File: src/rtl/id_ex_pipe_reg.sv
// ID/EX pipeline register with load-use hazard detection, branch flush
// squashing and a saturating bubble counter for debug visibility.
module id_ex_pipe_reg #(
  parameter int DATA_WIDTH = 16,
  parameter int REG_AW     = 3,
  parameter int CNT_WIDTH  = 16
) (
  input  logic                  clk,
  input  logic                  rst,
  input  logic [8:0]            id_ctrl_i,
  input  logic [DATA_WIDTH-1:0] id_rd1_i,
  input  logic [DATA_WIDTH-1:0] id_rd2_i,
  input  logic [DATA_WIDTH-1:0] id_imm_i,
  input  logic [DATA_WIDTH-1:0] id_pc1_i,
  input  logic [REG_AW-1:0]     id_rs_i,
  input  logic [REG_AW-1:0]     id_rt_i,
  input  logic [REG_AW-1:0]     id_rd_i,
  input  logic                  id_uses_rt_i,
  input  logic                  hold_i,
  input  logic                  flush_i,
  output logic [8:0]            ex_ctrl_o,
  output logic [DATA_WIDTH-1:0] ex_rd1_o,
  output logic [DATA_WIDTH-1:0] ex_rd2_o,
  output logic [DATA_WIDTH-1:0] ex_imm_o,
  output logic [DATA_WIDTH-1:0] ex_pc1_o,
  output logic [REG_AW-1:0]     ex_rs_o,
  output logic [REG_AW-1:0]     ex_rt_o,
  output logic [REG_AW-1:0]     ex_rd_o,
  output logic                  ex_valid_o,
  output logic                  load_use_stall_o,
  output logic [CNT_WIDTH-1:0]  bubble_cnt_o
);

  // MemRead position inside the control bundle
  localparam int MEM_READ_BIT = 4;

  logic [8:0]            r_ctrl;
  logic [DATA_WIDTH-1:0] r_rd1;
  logic [DATA_WIDTH-1:0] r_rd2;
  logic [DATA_WIDTH-1:0] r_imm;
  logic [DATA_WIDTH-1:0] r_pc1;
  logic [REG_AW-1:0]     r_rs;
  logic [REG_AW-1:0]     r_rt;
  logic [REG_AW-1:0]     r_rd;
  logic                  r_valid;
  logic [CNT_WIDTH-1:0]  r_bubble_cnt;

  logic w_haz;
  logic w_rs_match;
  logic w_rt_match;

  // Detect a load in EX whose destination (rt, never r0) feeds the decoding instruction
  always_comb begin
    w_rs_match = (r_rt == id_rs_i);
    w_rt_match = id_uses_rt_i && (r_rt == id_rt_i);
    w_haz      = r_ctrl[MEM_READ_BIT] && r_valid && (r_rt != '0) &&
                 (w_rs_match || w_rt_match);
  end

  // A flush kills the stalled instruction, so it also cancels the stall request
  assign load_use_stall_o = w_haz && !flush_i;

  // Register update with priority reset > hold > flush > hazard bubble > normal advance
  always_ff @(posedge clk) begin
    if (rst) begin
      r_ctrl       <= '0;
      r_rd1        <= '0;
      r_rd2        <= '0;
      r_imm        <= '0;
      r_pc1        <= '0;
      r_rs         <= '0;
      r_rt         <= '0;
      r_rd         <= '0;
      r_valid      <= 1'b0;
      r_bubble_cnt <= '0;
    end else if (hold_i) begin
      r_ctrl       <= r_ctrl;
      r_valid      <= r_valid;
      r_bubble_cnt <= r_bubble_cnt;
    end else begin
      r_rd1 <= id_rd1_i;
      r_rd2 <= id_rd2_i;
      r_imm <= id_imm_i;
      r_pc1 <= id_pc1_i;
      r_rs  <= id_rs_i;
      r_rt  <= id_rt_i;
      r_rd  <= id_rd_i;
      if (flush_i) begin
        r_ctrl  <= '0;
        r_valid <= 1'b0;
      end else if (w_haz) begin
        r_ctrl  <= '0;
        r_valid <= 1'b0;
        if (r_bubble_cnt != {CNT_WIDTH{1'b1}}) begin
          r_bubble_cnt <= r_bubble_cnt + 1'b1;
        end
      end else begin
        r_ctrl  <= id_ctrl_i;
        r_valid <= 1'b1;
      end
    end
  end

  assign ex_ctrl_o    = r_ctrl;
  assign ex_rd1_o     = r_rd1;
  assign ex_rd2_o     = r_rd2;
  assign ex_imm_o     = r_imm;
  assign ex_pc1_o     = r_pc1;
  assign ex_rs_o      = r_rs;
  assign ex_rt_o      = r_rt;
  assign ex_rd_o      = r_rd;
  assign ex_valid_o   = r_valid;
  assign bubble_cnt_o = r_bubble_cnt;

endmodule

File: config.mk
export PLATFORM = sky130hd
export DESIGN_NAME = id_ex_pipe_reg
export DESIGN_NICKNAME = d
export VERILOG_FILES = /design/src/rtl/id_ex_pipe_reg.sv
export SDC_FILE = /design/constraint.sdc
export NUM_CORES = 1
export LEC_CHECK = 0
export CAP_MARGIN = 20
export CORE_ASPECT_RATIO = 1.2
export CORE_MARGIN = 3
export CORE_UTILIZATION = 40
export DETAILED_ROUTE_END_ITERATION = 6
export HOLD_SLACK_MARGIN = 0.12
export PLACE_DENSITY = 0.8
export SLEW_MARGIN = 20
export SYNTH_ARGS = -nofsm -noshare
export SYNTH_HDL_FRONTEND = slang
export SYNTH_SLANG_ARGS = --single-unit
File: constraint.sdc
create_clock -name clk -period 2.1 [get_ports clk]
set_clock_uncertainty 0.1 [all_clocks]
set_input_delay 0.525 -clock clk [delete_from_list [all_inputs] [get_ports clk]]
set_output_delay 0.525 -clock clk [all_outputs]
set_load 0.05 [all_outputs]
## Word-level counts from Yosys, hierarchy flattened

Cells that the tools add are included.
W data, S select, Z words.

| word-level totals | value |
|---|---|
| flip-flop bits (word level) | 99 |
| latch bits | 0 |
| bits in writable memories | 0 |
| bits in read-only memories | 0 |
| input bits | 87 |
| output and inout bits | 100 |
| word-level logic and storage cells | 29 |
| memories kept | 0 |

| operators by class | value |
|---|---|
| $add $sub $neg | 1 |
| multiply operators | 0 |
| divide/modulo/power cells | 0 |
| magnitude comparators | 0 |
| eq/ne operators | 3 |
| shifts and indexed selects | 0 |
| muxes and demuxes | 4 |
| bitwise gates (word level) | 2 |
| reductions and logical operators | 9 |

Operator list:

| cell | number |
|---|---|
| $mux W9 | 2 |
| $add A16 B1 Y16 const B | 1 |
| $ne A16 B16 Y1 const B | 1 |
| $eq A3 B3 Y1 | 2 |
| $logic_and A1 B1 Y1 | 5 |
| $reduce_and A4 Y1 | 1 |
| $reduce_bool A3 Y1 | 1 |
| $mux W1 | 2 |
| $not A1 Y1 | 2 |
| $logic_not A1 Y1 | 1 |
| $logic_or A1 B1 Y1 | 1 |

## Logic depth before layout (Yosys ltp)

| logic depth | value |
|---|---|
| word-level depth | 6 |
| mapped depth | 7 |
| mapped depth without buffers | 6 |

## Worst setup path after synthesis

No wires, ideal clock.

| timing | value |
|---|---|
| path type | register to output |
| start | reg r_rt[2] (netlist: ex_rt_o[2]) |
| end | out load_use_stall_o |
| arrival time | 2,152 ps |
| data required time | 1,475 ps |
| slack | -677 ps |
| stages on the path, launching flop included | 7 |
| path buffers | 2 |
| cells stage by stage | dfxtp_1 -> xor2_1 -> nor3_2 -> o21bai_1 -> buf_2 -> buf_2 -> nor2_1 |

| between the ends | value |
|---|---|
| word-level cells in the longest chain between the ends | 5 |
| elaborated cells on any way between the ends | 8 |
| those cells by class | eq/ne: 2; reduce/logical: 6 |

RTL lines:

| element | RTL line | source |
|---|---|---|
| from (decl) | 43 | `logic [REG_AW-1:0] r_rt;` |
| from (signal assigned) | 86 | `r_rt <= id_rt_i;` |
| $eq A3 B3 Y1 | 55 | `w_rt_match = id_uses_rt_i && (r_rt == id_rt_i);` |
| $logic_and A1 B1 Y1 | 55 |  |
| $logic_or A1 B1 Y1 | 57 | `(w_rs_match \|\| w_rt_match);` |
| $logic_and A1 B1 Y1 * | 56 | `w_haz = r_ctrl[MEM_READ_BIT] && r_valid && (r_rt != '0) &&` |
| $logic_and A1 B1 Y1 * | 61 | `assign load_use_stall_o = w_haz && !flush_i;` |
| to (decl) | 30 | `output logic load_use_stall_o,` |

Mark *: on every way between the ends. The rest lies on a longest branch, timed or not.

## Worst setup path in the final report

| timing | value |
|---|---|
| start | in flush_i |
| end | reg r_bubble_cnt[4] (netlist: bubble_cnt_o[4]) |

| between the ends | value |
|---|---|
| word-level cells in the longest chain between the ends | 2 |

RTL lines:

| element | RTL line | source |
|---|---|---|
| from (decl) | 20 | `input logic flush_i,` |
| $not A1 Y1 (no source line) | n/a |  |
| $reduce_and A4 Y1 (no source line) | n/a |  |
| to (signal assigned) | 79 | `r_bubble_cnt <= r_bubble_cnt;` |
| to (signal assigned) | 95 | `r_bubble_cnt <= r_bubble_cnt + 1'b1;` |
| to (decl) | 46 | `logic [CNT_WIDTH-1:0] r_bubble_cnt;` |

No other way between the ends.
A chain may end at the register's enable or synchronous reset.

==> results.rst <==
.. list-table::
   :header-rows: 1

   * - Metric
     - Value
   * - Post-DP Area
     - 5667 um2
   * - Switching power total
     - 1201 uW
   * - RSZ-0062 raised after global routing
     - true
   * - Violation count after the first detailed-routing iteration
     - 128
   * - Hold Crit Endpoint
     - ex_rs_o[2]
   * - Site row count
     - 38
   * - Post-Synthesis Cells
     - 373
   * - Switching share of total power
     - 0.2990
   * - Buffer type at the clock tree root
     - clkbuf_8
   * - Net Count, Synth
     - 461
   * - Average vias per placed instance
     - 5.029
   * - Max Cap Viol
     - 0
   * - Die ar.
     - 10740 um2
   * - Vias in the first global route
     - 3439
   * - Number of synthesis warnings
     - 0
   * - IR drop worst, VDD
     - 0.0004589 V
   * - Clock share of power
     - 0.281
   * - Part of the total power dissipated in sequential elements
     - 0.502
   * - Detailed-route wire length per cell
     - 14.94 um
   * - Overall power after layout
     - 4017 uW
   * - Final setup fails
     - 10
   * - Critical register-to-register path endpoint
     - bubble_cnt_o[15]
   * - Top area cells in the synthesized netlist
     - dfxtp_1, mux2i_1, nor2_1, or4_1, a22o_1
   * - Final slew viol count
     - 0
   * - Reg2Reg Depth
     - 6
   * - Comb power frac
     - 0.217
   * - Core Util, Final
     - 0.6471
   * - Clock-pin transition on the worst setup and hold timing paths
     - 0.09 ns
   * - Aggregate routed wire length
     - 10.30 mm
   * - Worst hold start
     - id_rs_i[2]
   * - Library cell occupying the most area in the post-synthesis netlist
     - dfxtp_1
   * - Violated checks
     - setup timing
   * - CP max FO
     - 8
   * - Outcome
     - finished, violations left
   * - Mean Syn Cell Area
     - 10.22 um2
   * - Int Power
     - 2816 uW
   * - Fmax achieved
     - 0.4548 GHz
   * - GRT Residual Overflow
     - 0
   * - Buffers on Ports
     - 186
   * - Final #Nets
     - 652
   * - Hold Path Stages
     - 3
   * - Arrival time worst endpoint
     - 2.39 ns
   * - Startpoint type of the worst setup path
     - input pin
   * - Critical path class
     - input pin to register
   * - Share of Yosys cell area claimed by the top area cell type
     - 0.5200
   * - Period Utilization, post-route
     - 1.047
   * - Number of flops mapped to enable cells by yosys
     - 0
   * - Vias
     - 3465
   * - Number of library cell types mapped by synthesis
     - 37
   * - First-pass GRT wire length
     - 16.22 mm
   * - TritonCTS Buffers
     - 9
   * - Remaining routing DRC violations
     - 0
   * - Sum of net half-perimeters after detailed placement
     - 7.567 mm
   * - Initial core utilization
     - 0.4153
   * - Ant diodes
     - 0
   * - Yosys reg bits
     - 99
   * - Area grow syn2layout
     - 55.81%
   * - Share of synthesized area occupied by flip-flops and latches
     - 0.5200
   * - Shortest clock period the worst path allows after layout
     - 2.199 ns
   * - Power Dens Cells
     - 676.4 nW/um2
   * - First-pass iteration count of the detailed router
     - 4
   * - Clock buffer depth
     - 2
   * - Detail Route Antenna Nets
     - 0
   * - Leakage
     - 0.002727 uW
   * - Post-route worst setup slack
     - -0.09865 ns
   * - Cell types with the highest counts after synthesis
     - dfxtp_1, nor2_1, mux2i_1, or4_1
   * - Worst reg2reg path startpoint
     - bubble_cnt_o[0]
   * - Ports placed on the boundary
     - 187
   * - Pin count of the biggest net entering global routing
     - 65
   * - Sinks on the clock net
     - 99
   * - Hold-fix buffer count after cts
     - 0
   * - Required time reported for the critical path endpoint
     - 2.29 ns
   * - H-tree depth
     - 3
   * - Summed area of non-filler cells in the final layout
     - 5938 um2
   * - Fill cells
     - 724
   * - Top flip-flop cell by instance count after synthesis
     - dfxtp_1
   * - Worst slack, placed
     - -0.5359 ns
   * - Total routing usage reported by global routing
     - 0.1908
   * - Number of antenna violations at the first check in global routing
     - 0
   * - CTS tree
     - built
   * - Fraction of registers with async set or reset after synthesis
     - 0
   * - Global placement routability congestion
     - 0.7763
   * - Most common cell in the synthesized netlist
     - dfxtp_1
   * - Worst min path class
     - input pin to register
   * - Worst setup slack for register-to-register paths
     - -0.04 ns
   * - Insertion delay to the later sink of the worst-skew pair
     - 0.36 ns
   * - Netlist Area Pre-Place
     - 3811 um2
   * - Area of the core region
     - 9176 um2
   * - Proportion of layout cells with a drive suffix above 1
     - 0.2777
   * - Floorplan die width
     - 95.11 um
   * - Setup TNS
     - -0.5408 ns
   * - Overall die height
     - 112.9 um
   * - Worst Tran Pin Value
     - 0.7339 ns
   * - Relative slew slack
     - 0.5054
   * - Kind of end point of the critical path
     - register
   * - Number of hold-slack violations in the final timing report
     - 0
==> power groups by stage <==
stage | logic, uW | clock network (uW) | registers [uW]
6_report | 873 | 1130 | 2020
5_1_grt | 925 | 1250 | 2030
4_1_cts | 877 | 1170 | 2020
3_5_place_dp | 882 | 0 | 2060
3_3_place_gp | 871 | 0 | 2060
2_1_floorplan | 203 | 0 | 2370
==> placed cells by master, fill, tap and decap left out, types with 2 or more instances in the layout <==
cell / instances
clkbuf_8: 11
xor2_1: 2
nor2_1: 79
or3_1: 3
and2_1: 3
inv_1: 3
buf_2: 2
xnor2_1: 4
dlygate4sd2_1: 20
dfxtp_1: 78
buf_12: 2
nand3_1: 4
o211ai_1: 3
nand4_1: 5
a22o_1: 9
o21ai_0: 2
or4_4: 2
a21oi_1: 8
dfxtp_2: 17
mux2_1: 3
o31ai_1: 6
mux2i_1: 73
nor2b_1: 4
or4_1: 9
dfxtp_4: 4
clkinv_2: 3
nand2_1: 8
nor3_1: 2
clkdlybuf4s50_1: 77
buf_4: 101
and4_4: 2
==> area by class of cell <==
cell class,count,area (um2),area share
Multi-Input combinational cell,247,1800,0.3032
Inverter,3,11.26,0.001896
Timing Repair Buffer,204,1779,0.2996
Clock buffer,12,155.1,0.02613
Tap cell,120,150.1,0.02528
Sequential cell,99,2018,0.3399
Clock inverter,4,23.77,0.004003
==> routing by layer <==
metal | track usage | vias to the layer above | wire length, um
li1 | - | 1684 | -
met1 | 0.2112 | 1617 | 3962
met2 | 0.3195 | 139 | 5127
met3 | 0.06250 | 25 | 889
met4 | 0.1020 | 0 | 318
met5 | 0 | - | 0
==> what timing repair did <==
action / in CTS / in global routing
hold endpoints to repair: 0 / 0
buffers inserted: 3 / 1
resized for setup: 34 / 8
pin swaps: 6 / 4
cloned: 0 / 1
setup endpoints to repair: 37 / 17
==> critical path, cell delays in order <==
cell,delay [ns]
clkdlybuf4s50_1,0.51
nor2_1,0.42
o41ai_2,0.27
or4_1,0.52
a21oi_1,0.15
==> flip-flops by register name, summed over array words and instances, names as in the netlist <==
signal	count
bubble_cnt_o	16
ex_ctrl_o	9
ex_imm_o	16
ex_pc1_o	16
ex_rd1_o	16
ex_rd2_o	16
ex_rd_o	3
ex_rs_o	3
ex_rt_o	3
ex_valid_o	1
==> through the flow <==
stage / hold WS (ns) / instances
after floorplan: 0.4720 / 373
after global placement: 0.3562 / 668
after detailed placement: 0.3600 / 668
after CTS: 0.3419 / 687
after global routing: 0.3841 / 689
final: 0.3680 / 689
==> worst max-delay path by stage <==
stage / from / end / slack [ns]
6_report: flush_i / bubble_cnt_o[4] / -0.1
5_1_grt: ex_rt_o[2] / load_use_stall_o / -0.14
4_1_cts: ex_rt_o[2] / load_use_stall_o / -0.07
3_5_place_dp: id_rt_i[2] / ex_ctrl_o[8] / -0.54
3_3_place_gp: id_rt_i[2] / bubble_cnt_o[12] / -0.48
2_1_floorplan: id_rs_i[0] / load_use_stall_o / -0.08
==> cell families after synthesis <==
| group | Yosys count | synth area share |
|---|---|---|
| and+or+nand+nor | 128 | 0.1615 |
| DFF | 99 | 0.5200 |
| xor gates and xnor gates | 7 | 0.01609 |
| AOI/OAI and AO/OA | 34 | 0.06796 |
| buffers and inverters | 28 | 0.03053 |
| muxes | 76 | 0.2006 |
| adders and majority gates | 1 | 0.003282 |
No activity file was read; power rests on OpenSTA's default activity.
